## config.mk

```make
export PLATFORM = sky130hd
export DESIGN_NAME = dtc_vote_window
export DESIGN_NICKNAME = d
export VERILOG_FILES = /design/src/rtl/dtc_vote_window.sv
export SDC_FILE = /design/constraint.sdc
export NUM_CORES = 1
export LEC_CHECK = 0
export CORE_AREA = 2 2 119 121
export DETAILED_ROUTE_END_ITERATION = 16
export DIE_AREA = 0 0 121 123
export GPL_ROUTABILITY_DRIVEN = 0
export GPL_TIMING_DRIVEN = 0
export PLACE_DENSITY_LB_ADDON = 0.25
export SLEW_MARGIN = 10
export SYNTH_ARGS = -nofsm -noshare
export SYNTH_HDL_FRONTEND = slang
export SYNTH_SLANG_ARGS = --single-unit
```

## constraint.sdc

```tcl
create_clock -name clk -period 8.3 [get_ports clk]
set_input_delay 2.075 -clock clk [delete_from_list [all_inputs] [get_ports clk]]
set_output_delay 2.075 -clock clk [all_outputs]
set_load 0.05 [all_outputs]
```

## src/rtl/dtc_vote_window.sv

```systemverilog
// Windowed majority vote over classifier decisions: counts per-class votes for
// up to WIN samples, scans for the argmax (lowest index wins ties), emits it.
module dtc_vote_ctr #(
  parameter int CNT_W = 5
) (
  input  logic             clk,
  input  logic             rst,
  input  logic             i_clr,
  input  logic             i_inc,
  output logic [CNT_W-1:0] o_cnt
);
  logic [CNT_W-1:0] r_cnt;

  always_ff @(posedge clk or posedge rst) begin
    if (rst)        r_cnt <= '0;
    else if (i_clr) r_cnt <= '0;
    else if (i_inc) r_cnt <= r_cnt + 1'b1;
  end

  assign o_cnt = r_cnt;
endmodule

module dtc_vote_window #(
  parameter int CLASS_W = 3,
  parameter int WIN     = 16,
  parameter int CNT_W   = $clog2(WIN + 1)
) (
  input  logic               clk,
  input  logic               rst,
  input  logic               in_valid,
  output logic               in_ready,
  input  logic [CLASS_W-1:0] in_class,
  input  logic               flush,
  output logic               out_valid,
  input  logic               out_ready,
  output logic [CLASS_W-1:0] out_class,
  output logic [CNT_W-1:0]   out_count,
  output logic [CNT_W-1:0]   out_total
);
  localparam int NCLS = 1 << CLASS_W;

  typedef enum logic [1:0] {ACCUM, SCAN, OUT} state_t;

  state_t             r_state;
  logic [CNT_W-1:0]   r_samples;
  logic [CLASS_W-1:0] r_idx;
  logic [CLASS_W-1:0] r_best_cls;
  logic [CNT_W-1:0]   r_best_cnt;
  logic               r_out_valid;
  logic [CLASS_W-1:0] r_out_class;
  logic [CNT_W-1:0]   r_out_count;
  logic [CNT_W-1:0]   r_out_total;

  logic [NCLS-1:0][CNT_W-1:0] w_votes;
  logic                       w_acc;
  logic [CNT_W-1:0]           w_samples_n;
  logic                       w_close;
  logic                       w_clr;
  logic                       w_upd;

  assign in_ready    = (r_state == ACCUM) && !rst;
  assign w_acc       = in_valid && in_ready;
  assign w_samples_n = r_samples + CNT_W'(w_acc);
  // Flush on an empty window is dropped; a flush coinciding with the filling
  // sample closes the window once.
  assign w_close     = (r_state == ACCUM) &&
                       ((w_acc && (w_samples_n == CNT_W'(WIN))) ||
                        (flush && (w_samples_n != '0)));
  assign w_clr       = (r_state == OUT) && out_ready;
  assign w_upd       = w_votes[r_idx] > r_best_cnt;

  for (genvar g = 0; g < NCLS; g++) begin : g_vote
    dtc_vote_ctr #(.CNT_W(CNT_W)) u_ctr (
      .clk   (clk),
      .rst   (rst),
      .i_clr (w_clr),
      .i_inc (w_acc && (in_class == CLASS_W'(g))),
      .o_cnt (w_votes[g])
    );
  end

  always_ff @(posedge clk or posedge rst) begin
    if (rst) begin
      r_state     <= ACCUM;
      r_samples   <= '0;
      r_idx       <= '0;
      r_best_cls  <= '0;
      r_best_cnt  <= '0;
      r_out_valid <= 1'b0;
      r_out_class <= '0;
      r_out_count <= '0;
      r_out_total <= '0;
    end else begin
      case (r_state)
        ACCUM: begin
          r_samples <= w_samples_n;
          if (w_close) begin
            r_state    <= SCAN;
            r_idx      <= '0;
            r_best_cls <= '0;
            r_best_cnt <= '0;
          end
        end
        SCAN: begin
          if (w_upd) begin
            r_best_cls <= r_idx;
            r_best_cnt <= w_votes[r_idx];
          end
          r_idx <= r_idx + 1'b1;
          if (r_idx == CLASS_W'(NCLS - 1)) begin
            r_out_class <= w_upd ? r_idx : r_best_cls;
            r_out_count <= w_upd ? w_votes[r_idx] : r_best_cnt;
            r_out_total <= r_samples;
            r_out_valid <= 1'b1;
            r_state     <= OUT;
          end
        end
        OUT: begin
          if (out_ready) begin
            r_out_valid <= 1'b0;
            r_samples   <= '0;
            r_state     <= ACCUM;
          end
        end
        default: r_state <= ACCUM;
      endcase
    end
  end

  assign out_valid = r_out_valid;
  assign out_class = r_out_class;
  assign out_count = r_out_count;
  assign out_total = r_out_total;
endmodule

```

==> reports/metrics.csv <==
metric;value;unit
status;finished, final reports clean;
hold_class;flop to flop;
crit_chain;clkdlybuf4s50_1, nor3_1, clkdlybuf4s50_1;
netlist_top_cells_area;dfrtp_1 (45%), mux4_2 (5.7%), ha_1 (5.3%);
tns;0;ps
finalClockSkew;5.61;ps
grt_max_degree;38;
drt_first_pass_iters;4;
wirelength;9100;µm
setup_slack;2680;ps
cp.required;6230;ps
seq_area_frac_synth;45.3;%
fp.dieArea;14900;µm²
cpMostUsedCell;clkdlybuf4s50_1;
design_power_total;1.61;mW
wl_per_cell;15.7;µm
dpl.hpwl;6500;µm
endpoint_kind;output port;
layout.nets;419;
yosysUniqueCellTypes;42;
dp_cells;563;
finalCritPeriodShare;67.8;%
synthToLayoutAreaGrowth;19.3;%
synth_top_area_share;45.3;%
final_core_util;34.9;%
initial_utilization;29.2;%
arrival;3550;ps
postSynth.topFlopCell;dfrtp_1;
crit_family;buffers and inverters;
netlist_instances;360;
cts_tree;built;
postRouteAntennaNets;0;
syn_area_per_cell;11.0;µm²
grt_use_total;13.5;%
grt_pass1_wl;15500;µm
synth_warnings;0;
drc;0;
clock_sinks;72;
rsz0062_at_grt;no;
power_density;339;nW/µm²
worstMarginPinSlew;768;ps
die_w;121;µm
drv_cap;0;
fmax;178;MHz
setup_violations;0;
critical_path.max_stage_delay;830;ps
fp-row-count;43;
globalRouteOverflowTotal;0;
postCtsSetupRepairBufs;0;
dieHeight;123;µm
layout-drive-gt1-share;14.8;%
core_area;13600;µm²
cts-root-buf;clkbuf_16;
placed_area;4450;µm²
fillCellCount;1353;
syn-cell-area;3980;µm²
htree_levels;3;
p_leak;2.07;nW
maxSlewHeadroom;48.6;%
pin_count;23;
numCtsBuffers;9;
path_clk_slew;60;ps
synth_edf_count;0;
port_buffers;22;
hold_violations;0;
critPathKind;input port to output port;
maxSlewViolCount;0;
cts_hold_buf;0;
vias_per_cell;4.77;
start_kind;input port;
synth_top_area_cell;dfrtp_1;
post-place-ws;2680;ps
dr.first_iter.drc_count;185;
path_buf_inv;2;
ys_async_sr_fraction;100;%
fin_crit;5620;ps
worst-path-max-fanout;3;
synthesis.nets;385;
clkLatencyLatePin;330;ps
irDropWorstVdd;104;µV
ys_ff_latch;72;
cp_slowest_cell;clkdlybuf4s50_1;
grt_pass1_vias;2931;
hold_slack;476;ps
via_count;2763;
final_cells;579;
cts-resized-gates;0;
num_antenna_cells;0;
antenna_found_initial;0;
clk_path_buf_depth;2;
final_area;4750;µm²
## flip-flops by register name, summed over array words and instances, names as in the netlist
name / count
out_valid: 1
out_class: 3
r_samples: 5
out_total: 5
g_vote.u_ctr.o_cnt: 40
out_count: 5
r_idx: 3
r_state: 2
r_best_cls: 3
r_best_cnt: 5
## synthesized netlist by cell type (all sizes together), types with 2 or more instances
master / count
a22o: 4
a22oi: 2
and3: 3
buf: 10
clkbuf: 10
dfrtp: 72
ha: 17
inv: 15
mux2: 13
mux2i: 16
mux4: 10
nand2: 37
nand3: 7
nand4: 16
nor2: 43
nor2b: 3
nor3: 6
nor4: 2
nor4b: 2
o21ai: 14
o311ai: 7
o31a: 4
o31ai: 2
xnor2: 10
xor2: 24
## per-layer routing
metal  track usage, %  vias to the layer above  share of wire (%)
met5                0                        -                  0
met4             5.09                        0                2.8
met3             3.32                       15                3.3
met2             21.7                       41                 48
met1             17.5                     1359                 46
li1                 -                     1348                  -
## logic make-up after synthesis
family | Yosys count | synth area share, %
simple gates | 122 | 17.0
mux | 39 | 13.4
buf+inv | 35 | 3.87
flops | 72 | 45.3
fa+ha+maj | 17 | 5.35
xor+xnor | 34 | 7.49
compound gates | 41 | 7.64
## worst paths after layout
check | from | endpoint | slack, ps | depth (start not counted)
setup / recovery | rst | in_ready | 2680 | 3
hold / removal | out_count[0] | out_count[0] | 480 | 2
setup reg to reg | r_idx[1] | out_count[3] | 4250 | 11
max in group asynchronous | rst | g_vote[7].u_ctr.o_cnt[3] | 5540 | 3
hold reg to reg | out_count[0] | out_count[0] | 480 | 2
min in group asynchronous | rst | out_class[1] | 2190 | 2
## power breakdown
group | internal, mW | switching (mW)
Combinational | 0.283 | 0.413
Clock | 0.248 | 0.144
Sequential | 0.440 | 0.0801
## layout make-up
class | count | area (µm²) | area share, %
well taps | 180 | 225 | 4.75
multi-input cells | 253 | 2020 | 42.6
clock buffers | 13 | 260 | 5.48
clock inverters | 3 | 40.0 | 0.844
inverters | 15 | 58.8 | 1.24
flip-flops and latches | 72 | 1800 | 38.0
plain buffers | 20 | 97.6 | 2.06
repair buffers | 23 | 240 | 5.06
## worst register-to-register path, delay by kind of cell (launching register included)
| family | cells | cell delay (ps) |
|---|---|---|
| adders and majority gates | 1 | 300 |
| muxes | 3 | 1040 |
| DFF | 1 | 350 |
| AOI/OAI and AO/OA | 3 | 780 |
| buffers and inverters | 3 | 1240 |
| and+or+nand+nor | 1 | 200 |
## cells in the final DEF, fill, tap and decap left out, types with 7 or more instances in the layout
cell,netlist,final
dfrtp_1,72,72
nor2_1,39,39
nand2_1,37,37
xor2_1,24,24
clkdlybuf4s50_1,0,22
ha_1,17,17
mux2i_1,16,16
nand4_1,16,16
inv_1,15,14
o21ai_0,14,14
mux2_2,13,13
clkbuf_1,10,12
xnor2_1,10,10
mux4_2,10,10
clkbuf_16,0,9
nand3_1,7,7
Note: power is estimated with default switching activity, not from simulation.
==> patch, RTL diff (same flow settings) <==
Register the output `out_count` once more, without a reset; this adds one clock of latency there. The other outputs are not delayed to match.
--- a/src/rtl/dtc_vote_window.sv
+++ b/src/rtl/dtc_vote_window.sv
@@ -131,3 +131,5 @@
   assign out_class = r_out_class;
-  assign out_count = r_out_count;
+  always_ff @(posedge clk) begin
+    out_count <= r_out_count;
+  end
   assign out_total = r_out_total;
Check against the original RTL: not equivalent (a bounded check fails within 10 cycles, from zero or initial values and one cycle with rst high).
==> patch against the unedited design <==
Power up 3.4%; setup slack better by 0.013 ns; sequential power up 8.7%; die area did not move; sequential cell count is 5 higher; final cell count increased by 1.6%; clock skew grew 0.00051 ns; synthesized area rose by 1.4%; combinational power increased by 2%; wire length decreased by 7.9%; design area up 1.3%; via count grew 0.98%; critical path type unchanged; largest cell class unchanged; largest power group unchanged; highest routed layer unchanged.
==> patch: results (changes against the unedited design) <==
Power and ir drop
  – Leak: 2.15 nW (+3.8%)
  – Pint: 1.01 mW (+4.3%)
  – Proportion of power drawn by combinational gates: 0.425 (-0.008)
  – Maximum vdd drop: 0.110 mV (+5.2%)
  – Power share of the sequential group: 0.340 (+0.017)

Critical path
  – CP max FO: 4 (+1)

Final layout
  – Fraction of final layout cells sized beyond drive strength 1: 0.140 (-0.00816)
  – Number of nets in the finished design: 428 (+2.1%)

Drt
  – Number of DRC markers after the initial detailed-route iteration: 114 (-38%)
  – Total length of routed wires: 8380 um (-7.9%)
  – Via count: 2790 (+0.98%)

Global routing
  – Largest net degree at the start of global routing: 63 (+66%)
  – Via count of the first global-routing pass: 2786 (-4.9%)
  – Global-route usage over all layers: 0.123 (-0.0117)
  – Wire length of the first global-routing pass: 14200 um (-8.2%)

Synth
  – Post-synth net total: 394 (+2.3%)
  – Seq/Total Area, Yosys: 0.472 (+0.0188)
  – Most common library cells after synthesis: sky130_fd_sc_hd__dfrtp_1 (72), sky130_fd_sc_hd__nor2_1 (47), sky130_fd_sc_hd__nand2_1 (42), sky130_fd_sc_hd__o21ai_0 (25), sky130_fd_sc_hd__xor2_1 (25)
  – Distinct cell type count of the synthesized netlist: 39 (-7.1%)
  – Top cells by area in the synthesized netlist: sky130_fd_sc_hd__dfrtp_1 (45%), sky130_fd_sc_hd__mux4_2 (5.6%), sky130_fd_sc_hd__xor2_1 (5.4%), sky130_fd_sc_hd__ha_1 (5.3%), sky130_fd_sc_hd__nor2_1 (4.4%)
  – Mapped Avg Cell Area: 10.9 um2 (-1.1%)
  – FFs w/ async S/R, synth: 0.935 (-0.0649)

Place
  – Minimum setup slack after placement: 2.66 ns (-0.0186 ns)
  – Total half-perimeter wirelength after legalization and detailed placement: 6080 um (-6.5%)
  – Post-place instance area: 4510 um2 (+1.4%)
  – Dpl cells: 572 (+1.6%)

Status
  – Result of the run: completed

Timing
  – Normalized max-slew margin: 0.423 (-0.0627)
-- patch: cell types whose count changed after synthesis, sizes merged, moves of 3 or more --
cell / delta
nor2: +4
a2bb2oi: +7
o311ai: -7
nand3: -4
mux2: -3
o21ai: +11
buf: -4
dfxtp: +5
or2: +3
a22o: -4
nand2: +5
o31a: -4
-- patch: final timing paths --
kind                            slack [ns]           start                  endpoint
worst max-delay path                  2.69             rst                  in_ready
worst min-delay path                  0.37  r_out_count[4]              out_count[4]
worst max register to register        4.55        r_idx[0]            r_out_count[0]
worst min register to register        0.37  r_out_count[4]              out_count[4]
max in group asynchronous             5.63             rst  g_vote[3].u_ctr.o_cnt[3]
min in group asynchronous             2.11             rst              r_samples[0]
-- patch: worst max-delay path: stages --
cell and delay, ns:
sky130_fd_sc_hd__clkdlybuf4s50_1 0.51, sky130_fd_sc_hd__nor2_1 0.14, sky130_fd_sc_hd__clkdlybuf4s50_1 0.81
-- patch: logic make-up after synthesis --
logic type | after synthesis | synth area share
xor gates and xnor gates | 34 | 0.0739
AOI/OAI and AO/OA | 44 | 0.0711
adders and majority gates | 17 | 0.0528
DFF | 77 | 0.472
muxes | 36 | 0.124
buffers and inverters | 30 | 0.0326
and+or+nand+nor | 131 | 0.174
-- patch: final cells by class --
class,count,area [um2]
multi-input cells,262,2000
inverters,14,55.1
clock buffers,9,225
clock inverters,7,73.8
plain buffers,16,78.8
fillers,1356,8810
repair buffers,23,248
flip-flops and latches,77,1900
well taps,180,225
-- patch: layer usage --
layer  wire [um]  part of all wire  vias to the layer above  GRT usage
li1            -                 -                     1364          -
met1        4120              0.49                     1378      0.168
met2        3890              0.46                       37      0.195
met3         246             0.029                       11     0.0286
met4         124             0.015                        0     0.0378
met5           0                 0                        -          0
